**src/rtl/lsu_controller_pkg.sv**
```systemverilog
// Shared LSU types: memory-size codes, FSM state encodings, byte-enable masks.
// Misalignment helper is consumed only when LSU_MISALIGN_CHECK_EN is defined.
package lsu_controller_pkg;

    localparam logic [2:0] DATA_SIZE_BYTE   = 3'b000;
    localparam logic [2:0] DATA_SIZE_HALF   = 3'b001;
    localparam logic [2:0] DATA_SIZE_WORD   = 3'b010;
    localparam logic [2:0] DATA_SIZE_U_BYTE = 3'b100;
    localparam logic [2:0] DATA_SIZE_U_HALF = 3'b101;

    typedef enum logic [1:0] {
        LSU_IDLE = 2'd0,
        LSU_REQ  = 2'd1,
        LSU_WAIT = 2'd2,
        LSU_DONE = 2'd3
    } lsu_state_e;

    localparam logic [3:0] LSU_BE_BYTE = 4'b0001;
    localparam logic [3:0] LSU_BE_HALF = 4'b0011;
    localparam logic [3:0] LSU_BE_WORD = 4'b1111;

    function automatic logic size_valid(input logic [2:0] size);
        case (size)
            DATA_SIZE_BYTE, DATA_SIZE_HALF, DATA_SIZE_WORD,
            DATA_SIZE_U_BYTE, DATA_SIZE_U_HALF: size_valid = 1'b1;
            default:                            size_valid = 1'b0;
        endcase
    endfunction

    function automatic logic store_size_ok(input logic [2:0] size);
        case (size)
            DATA_SIZE_BYTE, DATA_SIZE_HALF, DATA_SIZE_WORD: store_size_ok = 1'b1;
            default:                                        store_size_ok = 1'b0;
        endcase
    endfunction

    function automatic logic misaligned(input logic [2:0] size, input logic [1:0] addr_lo);
        case (size)
            DATA_SIZE_HALF, DATA_SIZE_U_HALF: misaligned = addr_lo[0];
            DATA_SIZE_WORD:                   misaligned = |addr_lo;
            default:                          misaligned = 1'b0;
        endcase
    endfunction

    // Without the alignment check, halves ignore addr[0] and words ignore addr[1:0].
    function automatic logic [1:0] lane_offset(input logic [2:0] size, input logic [1:0] addr_lo);
        case (size)
            DATA_SIZE_BYTE, DATA_SIZE_U_BYTE: lane_offset = addr_lo;
            DATA_SIZE_HALF, DATA_SIZE_U_HALF: lane_offset = {addr_lo[1], 1'b0};
            default:                          lane_offset = 2'b00;
        endcase
    endfunction

endpackage

```
**src/rtl/lsu_data_align.sv**
```systemverilog
// Combinational lane steering: byte enables and replicated store data from size/addr,
// plus load lane extraction with sign or zero extension.
module lsu_data_align
    import lsu_controller_pkg::*;
(
    input  logic [2:0]  size_i,
    input  logic [1:0]  addr_lo_i,
    input  logic [31:0] wd_i,
    input  logic [31:0] rdata_i,
    output logic [3:0]  be_o,
    output logic [31:0] wd_o,
    output logic [31:0] rd_o
);

    logic [1:0]  off;
    logic [31:0] lane;

    always_comb begin
        off  = lane_offset(size_i, addr_lo_i);
        lane = rdata_i >> {off, 3'b000};
        be_o = '0;
        wd_o = '0;
        rd_o = '0;
        case (size_i)
            DATA_SIZE_BYTE: begin
                be_o = LSU_BE_BYTE << off;
                wd_o = {4{wd_i[7:0]}};
                rd_o = {{24{lane[7]}}, lane[7:0]};
            end
            DATA_SIZE_U_BYTE: begin
                be_o = LSU_BE_BYTE << off;
                wd_o = {4{wd_i[7:0]}};
                rd_o = {24'h0, lane[7:0]};
            end
            DATA_SIZE_HALF: begin
                be_o = LSU_BE_HALF << off;
                wd_o = {2{wd_i[15:0]}};
                rd_o = {{16{lane[15]}}, lane[15:0]};
            end
            DATA_SIZE_U_HALF: begin
                be_o = LSU_BE_HALF << off;
                wd_o = {2{wd_i[15:0]}};
                rd_o = {16'h0, lane[15:0]};
            end
            DATA_SIZE_WORD: begin
                be_o = LSU_BE_WORD;
                wd_o = wd_i;
                rd_o = lane;
            end
            default: ;
        endcase
    end

endmodule

```
**src/rtl/lsu_controller.sv**
```systemverilog
// Load/store sequencer: IDLE -> REQ (hold until gnt) -> WAIT (until rvalid) -> DONE, stalling the core.
// Optional alignment rejection enabled by LSU_MISALIGN_CHECK_EN.
module lsu_controller
    import lsu_controller_pkg::*;
#(
    parameter int ADDR_WIDTH = 32,
    parameter int DATA_WIDTH = 32
) (
    input  logic                  clk,
    input  logic                  rst,
    input  logic                  core_req,
    input  logic                  core_we,
    input  logic [2:0]            core_size,
    input  logic [ADDR_WIDTH-1:0] core_addr,
    input  logic [DATA_WIDTH-1:0] core_wd,
    output logic [DATA_WIDTH-1:0] core_rd,
    output logic                  core_stall,
    output logic                  core_fault,
    output logic                  mem_req,
    output logic                  mem_we,
    output logic [3:0]            mem_be,
    output logic [ADDR_WIDTH-1:0] mem_addr,
    output logic [DATA_WIDTH-1:0] mem_wd,
    input  logic                  mem_gnt,
    input  logic                  mem_rvalid,
    input  logic [DATA_WIDTH-1:0] mem_rdata
);

    lsu_state_e            state_q, state_d;
    logic                  we_q, we_d;
    logic [2:0]            size_q, size_d;
    logic [1:0]            addr_lo_q, addr_lo_d;
    logic [ADDR_WIDTH-1:0] addr_q, addr_d;
    logic [3:0]            be_q, be_d;
    logic [DATA_WIDTH-1:0] wd_q, wd_d;
    logic [DATA_WIDTH-1:0] rd_q, rd_d;

    logic                  misalign;
    logic                  reject;
    logic                  accept;
    logic [2:0]            al_size;
    logic [1:0]            al_addr_lo;
    logic [3:0]            al_be;
    logic [DATA_WIDTH-1:0] al_wd;
    logic [DATA_WIDTH-1:0] al_rd;

`ifdef LSU_MISALIGN_CHECK_EN
    assign misalign = misaligned(core_size, core_addr[1:0]);
`else
    assign misalign = 1'b0;
`endif

    assign reject = ~size_valid(core_size) | (core_we & ~store_size_ok(core_size)) | misalign;
    assign accept = core_req & ~reject;

    // One aligner serves both directions: store lanes are captured in IDLE, loads extracted in WAIT.
    assign al_size    = (state_q == LSU_IDLE) ? core_size       : size_q;
    assign al_addr_lo = (state_q == LSU_IDLE) ? core_addr[1:0]  : addr_lo_q;

    lsu_data_align u_align (
        .size_i    (al_size),
        .addr_lo_i (al_addr_lo),
        .wd_i      (core_wd),
        .rdata_i   (mem_rdata),
        .be_o      (al_be),
        .wd_o      (al_wd),
        .rd_o      (al_rd)
    );

    always_comb begin
        state_d    = state_q;
        we_d       = we_q;
        size_d     = size_q;
        addr_lo_d  = addr_lo_q;
        addr_d     = addr_q;
        be_d       = be_q;
        wd_d       = wd_q;
        rd_d       = rd_q;
        core_stall = 1'b0;
        core_fault = 1'b0;
        mem_req    = 1'b0;
        mem_we     = 1'b0;
        mem_be     = '0;
        mem_addr   = '0;
        mem_wd     = '0;
        case (state_q)
            LSU_IDLE: begin
                // Gated by rst so every output reads 0 while reset is held.
                core_stall = accept & ~rst;
                core_fault = core_req & reject & ~rst;
                if (accept) begin
                    we_d      = core_we;
                    size_d    = core_size;
                    addr_lo_d = core_addr[1:0];
                    addr_d    = {core_addr[ADDR_WIDTH-1:2], 2'b00};
                    be_d      = al_be;
                    wd_d      = al_wd;
                    state_d   = LSU_REQ;
                end
            end
            LSU_REQ: begin
                core_stall = 1'b1;
                mem_req    = 1'b1;
                mem_we     = we_q;
                mem_be     = be_q;
                mem_addr   = addr_q;
                mem_wd     = wd_q;
                if (mem_gnt) begin
                    state_d = LSU_WAIT;
                end
            end
            LSU_WAIT: begin
                core_stall = 1'b1;
                if (mem_rvalid) begin
                    if (!we_q) begin
                        rd_d = al_rd;
                    end
                    state_d = LSU_DONE;
                end
            end
            LSU_DONE: begin
                state_d = LSU_IDLE;
            end
            default: state_d = LSU_IDLE;
        endcase
    end

    always_ff @(posedge clk or posedge rst) begin
        if (rst) begin
            state_q   <= LSU_IDLE;
            we_q      <= 1'b0;
            size_q    <= '0;
            addr_lo_q <= '0;
            addr_q    <= '0;
            be_q      <= '0;
            wd_q      <= '0;
            rd_q      <= '0;
        end else begin
            state_q   <= state_d;
            we_q      <= we_d;
            size_q    <= size_d;
            addr_lo_q <= addr_lo_d;
            addr_q    <= addr_d;
            be_q      <= be_d;
            wd_q      <= wd_d;
            rd_q      <= rd_d;
        end
    end

    assign core_rd = rd_q;

endmodule

```
**config.mk**
```make
export PLATFORM = sky130hd
export DESIGN_NAME = lsu_controller
export DESIGN_NICKNAME = d
export VERILOG_FILES = /design/src/rtl/lsu_controller_pkg.sv /design/src/rtl/lsu_data_align.sv /design/src/rtl/lsu_controller.sv
export SDC_FILE = /design/constraint.sdc
export NUM_CORES = 1
export LEC_CHECK = 0
export ABC_CLOCK_PERIOD_IN_PS = 3300
export CAP_MARGIN = 20
export CORE_AREA = 3 3 93 161
export DETAILED_ROUTE_END_ITERATION = 12
export DIE_AREA = 0 0 96 164
export GPL_TIMING_DRIVEN = 0
export PLACE_DENSITY = 0.73
export REMOVE_ABC_BUFFERS = 1
export SLEW_MARGIN = 20
export SYNTH_ARGS = -nofsm -noshare
export SYNTH_HDL_FRONTEND = slang
export SYNTH_SLANG_ARGS = --single-unit
```
**constraint.sdc**
```tcl
create_clock -name clk -period 3.3 [get_ports clk]
set_input_delay 0.495 -clock clk [delete_from_list [all_inputs] [get_ports clk]]
set_output_delay 0.495 -clock clk [all_outputs]
set_load 0.02 [all_outputs]
```
==> metrics.md, run 1 <==
| Metric | Value |
|---|---|
| Yosys top cell area share | `0.475` |
| Reg-to-reg slack, setup | `420 ps` |
| Slowest-stage cell, CP | `clkdlybuf4s50_1` |
| CP Launch Type | `flip-flop` |
| Area post-placement | `7810 µm²` |
| Vias in the first global route | `5443` |
| GP Congestion | `0.909` |
| Initial DRC count | `241` |
| Port Buffer Count | `206` |
| CTS tree | `done` |
| RR Endpoint | `core_rd[22]$_DFFE_PP0P_` |
| Mapped Cells | `547` |
| Worst-path cell chain | `inv_1, ha_4, nand2_2, a211o_4, nor2_1, nor2_1, nor2_1, clkdlybuf4s50_1` |
| Residual DRC | `0` |
| Core area | `13900 µm²` |
| Root buffer cell | `clkbuf_16` |
| Final period util | `0.971` |
| Clock-pin slew on the worst setup and hold paths | `80 ps` |
| Post-route minimum period | `3210 ps` |
| Dpl hpwl | `13200 µm` |
| PD cells | `870 nW/µm²` |
| Row Count | `57` |
| Routed Antenna Nets | `0` |
| Synth cell types | `56` |
| Drt via density | `5.61` |
| Fraction of final layout cells sized beyond drive strength 1 | `0.125` |
| Crit end category | `output port` |
| Total number of yosys warnings | `0` |
| Largest net degree at the start of global routing | `70` |
| Final net count | `840` |
| Dominant cell type by area after synthesis | `dfrtp_1` |
| Routed len/inst | `20.2 µm` |
| Max incr delay on CP | `620 ps` |
| Clock skew | `7.78 ps` |
| Final core utilization | `0.585` |
| Worst-case clock buffer depth | `2` |
| #FFs+latches synth | `106` |
| Slew HR | `0.223` |
| Most frequent CP cell | `nor2_1` |
| Fin. max-slew vios | `0` |
| Sequential fraction of the synthesis area | `0.475` |
| Initial core utilization | `0.402` |
| Stages on the worst setup path | `8` |
| DRT Pass-1 Iters | `5` |
| Kind of critical path | `reg2out` |
| Hold WS | `476 ps` |
| Hold Vio Cnt, Final | `0` |
| Origin of the worst setup path | `state_q[1]$_DFFE_PP0P_` |
| Clk_lat worst skew | `340 ps` |
| Critical Path End | `core_stall` |
| CP top delay family | `buffers and inverters` |
| Unrepaired setup endpoints after global routing | `false` |
| Clock buffer count from CTS | `9` |
| CP required | `2800 ps` |
| Clk sinks | `106` |
| First-pass GRT wire length | `28500 µm` |
| Die width | `96 µm` |
| Max-cap violations | `0` |
| Post-route cell area | `8140 µm²` |
| Status | `completed` |
| R2R depth | `7` |
| Syn_area_per_cell | `10.2 µm²` |
| Worst slew pin tran | `1160 ps` |
| LEAKAGE | `0.00353 µW` |
| FMAX | `0.312 GHz` |
| Worst VDD drop | `0.418 mV` |
| Htree depth | `3` |
| Initial antenna violation count | `0` |
| Finish-stage setup viols | `0` |
| ANT cells | `0` |
| Total GRT Usage | `0.237` |
| Crit path max fanout | `12` |
| Async SR Flop Fraction | `1.00` |
| Vias | `5121` |
| Number of synthesized flops with an enable pin | `0` |
| Critical path arrival | `2710 ps` |
| Io pins | `209` |
| Dominant synthesized flop cell | `dfrtp_1` |
| Die Height | `164 µm` |
| GRT overflow | `0` |
| Final setup TNS | `0 ps` |
| Reg-to-reg startpoint | `state_q[1]$_DFFE_PP0P_` |
| Area Overhead vs Synth | `45.7%` |
| Buf/Inv on CP | `2` |
| Top cells by area, synth | `dfrtp_1 47%, mux2_2 8.9%, and2_1 7.5%` |
| Total Routed Length | `18500 µm` |
| Tot Pwr | `7080 µW` |
| Worst hold path type | `reg2reg` |
| Post-Syn Area | `5590 µm²` |
| Die Area | `15700 µm²` |
-- layer usage --
metal / routed length [µm] / track usage / share of wire / vias to the layer above
met5: 0 / 0 / 0 / -
met4: 783 / 0.115 / 0.042 / 0
met3: 1450 / 0.0591 / 0.078 / 54
met2: 10100 / 0.435 / 0.55 / 267
met1: 6100 / 0.243 / 0.33 / 2460
li1: - / - / - / 2340
-- state kept, by name, indices dropped and copies added, names as in the netlist --
signal,flops
size_q,3
addr_q,30
we_q,1
be_q,4
addr_lo_q,2
state_q,2
wd_q,32
core_rd,32
-- cells in the final DEF (no fill, tap or decap), types with 3 or more instances in the layout --
cell type / count
clkdlybuf4s50_1: 203
a211o_2: 3
a32o_1: 7
mux2i_1: 18
nand2b_1: 4
nor2_1: 9
nand2_1: 53
mux2_2: 44
or2_2: 3
nand3_1: 29
o2111ai_1: 9
a222oi_1: 9
and2_1: 67
inv_1: 6
dfrtp_1: 106
a22oi_1: 9
o21ai_0: 41
and3_1: 15
and3b_1: 3
a22o_1: 3
inv_6: 3
a21oi_1: 19
a32oi_1: 8
clkbuf_16: 9
-- how the worst min path moves through the flow --
stage,startpoint,endpoint,slack [ps],depth (start not counted)
final,wd_q[25]$_DFFE_PP0P_,wd_q[25]$_DFFE_PP0P_,480,2
after global routing,wd_q[25]$_DFFE_PP0P_,wd_q[25]$_DFFE_PP0P_,490,2
after CTS,wd_q[18]$_DFFE_PP0P_,wd_q[18]$_DFFE_PP0P_,480,2
after detailed placement,wd_q[18]$_DFFE_PP0P_,wd_q[18]$_DFFE_PP0P_,460,2
after global placement,wd_q[18]$_DFFE_PP0P_,wd_q[18]$_DFFE_PP0P_,450,2
after floorplan,addr_lo_q[0]$_DFFE_PP0P_,addr_lo_q[0]$_DFFE_PP0P_,440,2
-- metrics by stage --
stage | std cells | setup WS (ps)
2_1_floorplan | 505 | -77.8
3_3_place_gp | 888 | -1830
3_5_place_dp | 894 | -362
4_1_cts | 913 | 44.4
5_1_grt | 913 | 2.39
6_report | 913 | 94.2
-- synthesized netlist by cell type (4+ instances only) --
master,instances
a21oi_1,20
a222oi_1,9
a22oi_1,9
a32o_1,7
a32oi_1,8
and2_1,67
and3_1,15
buf_2,14
buf_4,6
clkbuf_1,21
dfrtp_1,106
ha_1,4
inv_1,7
mux2_2,44
mux2i_1,18
nand2_1,54
nand2b_1,4
nand3_1,29
nor2_1,9
o2111ai_1,9
o21ai_0,41
-- area by class of cell --
class	instances	area, µm²
Timing Repair Buffer	213	2170
Inverter	8	35.0
Clock buffer	12	256
Clock inverter	4	33.8
Fill cell	1197	5770
Sequential cell	106	2650
Multi-Input combinational cell	393	2770
Tap cell	177	221
-- power by group --
| part | leakage, µW | internal, µW | switching [µW] |
|---|---|---|---|
| Combinational | 0.00206 | 1790 | 2040 |
| Sequential | 0.00133 | 1880 | 321 |
| Clock | 0.000140 | 561 | 491 |
| Total | 0.00353 | 4230 | 2850 |
-- worst register-to-register path, cell delays in order (launching register included) --
cell	delay, ps
dfrtp_1	400
inv_1	110
ha_4	230
nor4b_2	380
or2_2	620
mux2i_1	320
a211o_2	470
o2111ai_1	200
-- logic make-up (layout without fill, tap and decap cells) --
| logic type | count (synthesis) | count (layout) | synth area share |
|---|---|---|---|
| compound gates | 122 | 124 | 0.153 |
| simple gates | 201 | 201 | 0.199 |
| flops | 106 | 106 | 0.475 |
| buf+inv | 51 | 237 | 0.0430 |
| other cells | 1 | 2 | 0.000671 |
| mux | 62 | 62 | 0.121 |
| fa+ha+maj | 4 | 4 | 0.00896 |
-- repair_timing --
| item | 4_1_cts | 5_1_grt |
|---|---|---|
| gates resized for setup | 6 | 1 |
| setup endpoints to repair | 25 | 1 |
| hold buffers | 0 | 0 |
| pin swaps | 2 | 0 |
| setup buffers | 1 | 0 |
| gates cloned | 2 | 0 |
Note: power is estimated with default switching activity, not from simulation.
==> inputs of run 2 (changes only) <==
--- a/config.mk
+++ b/config.mk
@@ -17,3 +17,4 @@
 export SYNTH_ARGS = -nofsm -noshare
 export SYNTH_HDL_FRONTEND = slang
 export SYNTH_SLANG_ARGS = --single-unit
+export TNS_END_PERCENT = 30
==> results of run 2 <==
Same layout as run 1: the final DEF is identical, and so are final timing and power.
==> inputs of run 3 (changes only) <==
--- a/config.mk
+++ b/config.mk
@@ -6,13 +6,12 @@
 export NUM_CORES = 1
 export LEC_CHECK = 0
 export ABC_CLOCK_PERIOD_IN_PS = 3300
-export CAP_MARGIN = 20
+export CAP_MARGIN = 5
 export CORE_AREA = 3 3 93 161
 export DETAILED_ROUTE_END_ITERATION = 12
 export DIE_AREA = 0 0 96 164
 export GPL_TIMING_DRIVEN = 0
 export PLACE_DENSITY = 0.73
-export REMOVE_ABC_BUFFERS = 1
 export SLEW_MARGIN = 20
 export SYNTH_ARGS = -nofsm -noshare
 export SYNTH_HDL_FRONTEND = slang
==> run 3 against run 2 <==
Sequential power about the same. Flip-flop and latch count unchanged. Fmax up 3.1%. Die area unchanged. Power up 1.0%. Critical path type unchanged.
==> metrics.md, run 3 (synthesized netlist as in run 1, its figures left out) <==
| Metric | Value |
|---|---|
| CP Launch Type | `flip-flop` |
| Root buffer cell | `clkbuf_16` |
| Initial DRC count | `306 (+27%)` |
| Clock-pin slew on the worst setup and hold paths | `80 ps (about the same)` |
| First-pass GRT wire length | `29800 µm (+4.7%)` |
| Residual DRC | `0 (unchanged)` |
| Unrepaired setup endpoints after global routing | `true` |
| Vias | `5246 (+2.4%)` |
| Core area | `13900 µm² (unchanged)` |
| Placed Cells | `931 (+4.1%)` |
| Worst-path cell chain | `inv_1, ha_1, clkbuf_2, clkbuf_1, and2_1, clkdlybuf4s50_1` |
| Commonest non-fill, non-tap cell in the layout | `clkdlybuf4s50_1` |
| Routed len/inst | `20.8 µm (+2.8%)` |
| Die Height | `164 µm (unchanged)` |
| Die width | `96 µm (unchanged)` |
| Total GRT Usage | `0.250 (+0.0128)` |
| ANT cells | `0 (unchanged)` |
| Crit end category | `output port` |
| CP required | `2800 ps (about the same)` |
| Worst hold path type | `reg2reg` |
| Worst-case clock buffer depth | `2 (unchanged)` |
| Drt via density | `5.55 (-1.0%)` |
| Max-cap violations | `0 (unchanged)` |
| Slew HR | `0.235 (+0.0128)` |
| CTS tree | `done` |
| GRT overflow | `0 (unchanged)` |
| Slowest-stage cell, CP | `clkdlybuf4s50_1` |
| Most frequent cells in the layout | `204 x clkdlybuf4s50_1, 106 x dfrtp_1, 67 x and2_1, 54 x nand2_1, 44 x mux2_2` |
| Io pins | `209 (unchanged)` |
| Initial antenna violation count | `0 (unchanged)` |
| DRT Pass-1 Iters | `8 (+3)` |
| Fin. max-slew vios | `0 (unchanged)` |
| Vias in the first global route | `5547 (+1.9%)` |
| DP Worst Slack | `-372 ps (-10.1 ps)` |
| Total Routed Length | `19700 µm (+6.4%)` |
| Final core utilization | `0.590 (+0.00468)` |
| FMAX | `0.322 GHz (+3.1%)` |
| Final period util | `0.942 (-0.0290)` |
| LEAKAGE | `0.00361 µW (+2.2%)` |
| Fraction of final layout cells sized beyond drive strength 1 | `0.132 (+0.00651)` |
| Post-route minimum period | `3110 ps (-95.8 ps)` |
| Comb pwr share | `0.538 (-0.002)` |
| Max incr delay on CP | `610 ps (about the same)` |
| Buf/Inv on CP | `4 (+2)` |
| Hold_buf cts | `0 (unchanged)` |
| Routed Antenna Nets | `0 (unchanged)` |
| Largest net degree at the start of global routing | `59 (-16%)` |
| Setup ws final | `190 ps (+95.8 ps)` |
| Dpl hpwl | `15200 µm (+15%)` |
| Kind of critical path | `reg2out` |
| Final non-filler cell total | `945 (+3.5%)` |
| Clock buffer count from CTS | `9 (unchanged)` |
| Clock network power share | `0.155 (+0.006)` |
| Status | `completed` |
| CP top delay family | `buffers and inverters` |
| Switch Pwr | `2900 µW (+1.8%)` |
| Clk sinks | `106 (unchanged)` |
| Hold Vio Cnt, Final | `0 (unchanged)` |
| Post-CTS setup-driven buffer insertion count | `0 (-1)` |
| Critical path arrival | `2620 ps (-90 ps)` |
| Worst slew pin tran | `1150 ps (-14.0 ps)` |
| Crit path max fanout | `10 (-2)` |
| Area Overhead vs Synth | `46.9%` |
| Htree depth | `3 (unchanged)` |
| Initial core utilization | `0.402 (unchanged)` |
| Worst VDD drop | `0.420 mV (+0.54%)` |
| Tot Pwr | `7160 µW (+1.0%)` |
| Hold WS | `477 ps (+1.59 ps)` |
| Flop pwr share | `0.307 (-0.004)` |
| Final net count | `872 (+3.8%)` |
| Row Count | `57 (unchanged)` |
| Int Pwr | `4250 µW (+0.46%)` |
| Port Buffer Count | `205 (-0.49%)` |
| Clk_lat worst skew | `350 ps (about the same)` |
| Finish-stage setup viols | `0 (unchanged)` |
| GP Congestion | `0.942 (+3.7%)` |
| Die Area | `15700 µm² (unchanged)` |
| PD cells | `872 nW/µm² (+0.22%)` |
| Clock skew | `14.1 ps (+6.32 ps)` |
| Switching Fraction | `0.406 (+0.00326)` |
[run 3: path summary, 6_finish.rpt]
kind | startpoint | end | depth (start not counted) | slack, ps
max in group asynchronous | rst | be_q[0]$_DFFE_PP0P_ | 3 | 1970
min in group asynchronous | rst | addr_q[5]$_DFFE_PP0P_ | 2 | 670
hold reg to reg | wd_q[28]$_DFFE_PP0P_ | wd_q[28]$_DFFE_PP0P_ | 2 | 480
setup reg to reg | state_q[0]$_DFFE_PP0P_ | core_rd[13]$_DFFE_PP0P_ | 10 | 560
setup / recovery | state_q[1]$_DFFE_PP0P_ | mem_wd[8] | 6 | 190
hold / removal | wd_q[28]$_DFFE_PP0P_ | wd_q[28]$_DFFE_PP0P_ | 2 | 480
[run 3: repair_timing]
item	in CTS	in global routing
gates resized for setup	3	1
cloned	0	0
endpoints found under the setup margin	12	4
pin swaps	0	0
[run 3: metal layers]
metal	routed length, µm	part of all wire	GRT usage
met3	1010	0.052	0.0330
met1	6810	0.35	0.267
met2	11100	0.57	0.474
met5	0	0	0
met4	712	0.036	0.108
[run 3: area by class of cell]
cell class,instances,area [µm²]
Buffer,41,204
Clock buffer,9,225
Clock inverter,7,75.1
Fill cell,1235,5700
Inverter,8,35.0
Multi-Input combinational cell,391,2710
Sequential cell,106,2650
Tap cell,177,221
Timing Repair Buffer,206,2080
[run 3: tightest hold or removal path, stage by stage (launching register included)]
cell and delay [ps]:
dfrtp_1 340, nand2_1 40, o21ai_0 60
[run 3: power by group through the flow]
stage / logic, µW / registers (µW) / clock network (µW)
2_1_floorplan: 2120 / 2310 / 0
3_3_place_gp: 3790 / 2180 / 0
4_1_cts: 3890 / 2200 / 1130
3_5_place_dp: 3870 / 2210 / 0
6_report: 3850 / 2200 / 1110
5_1_grt: 4170 / 2270 / 1180
[run 3: through the flow]
| step | cell area [µm²] | TNS [ps] |
|---|---|---|
| floorplan | 5590 | 0 |
| global placement | 7860 | -170250 |
| detailed placement | 7900 | -372 |
| CTS | 8200 | 0 |
| global route | 8210 | -27.5 |
| finish | 8210 | 0 |
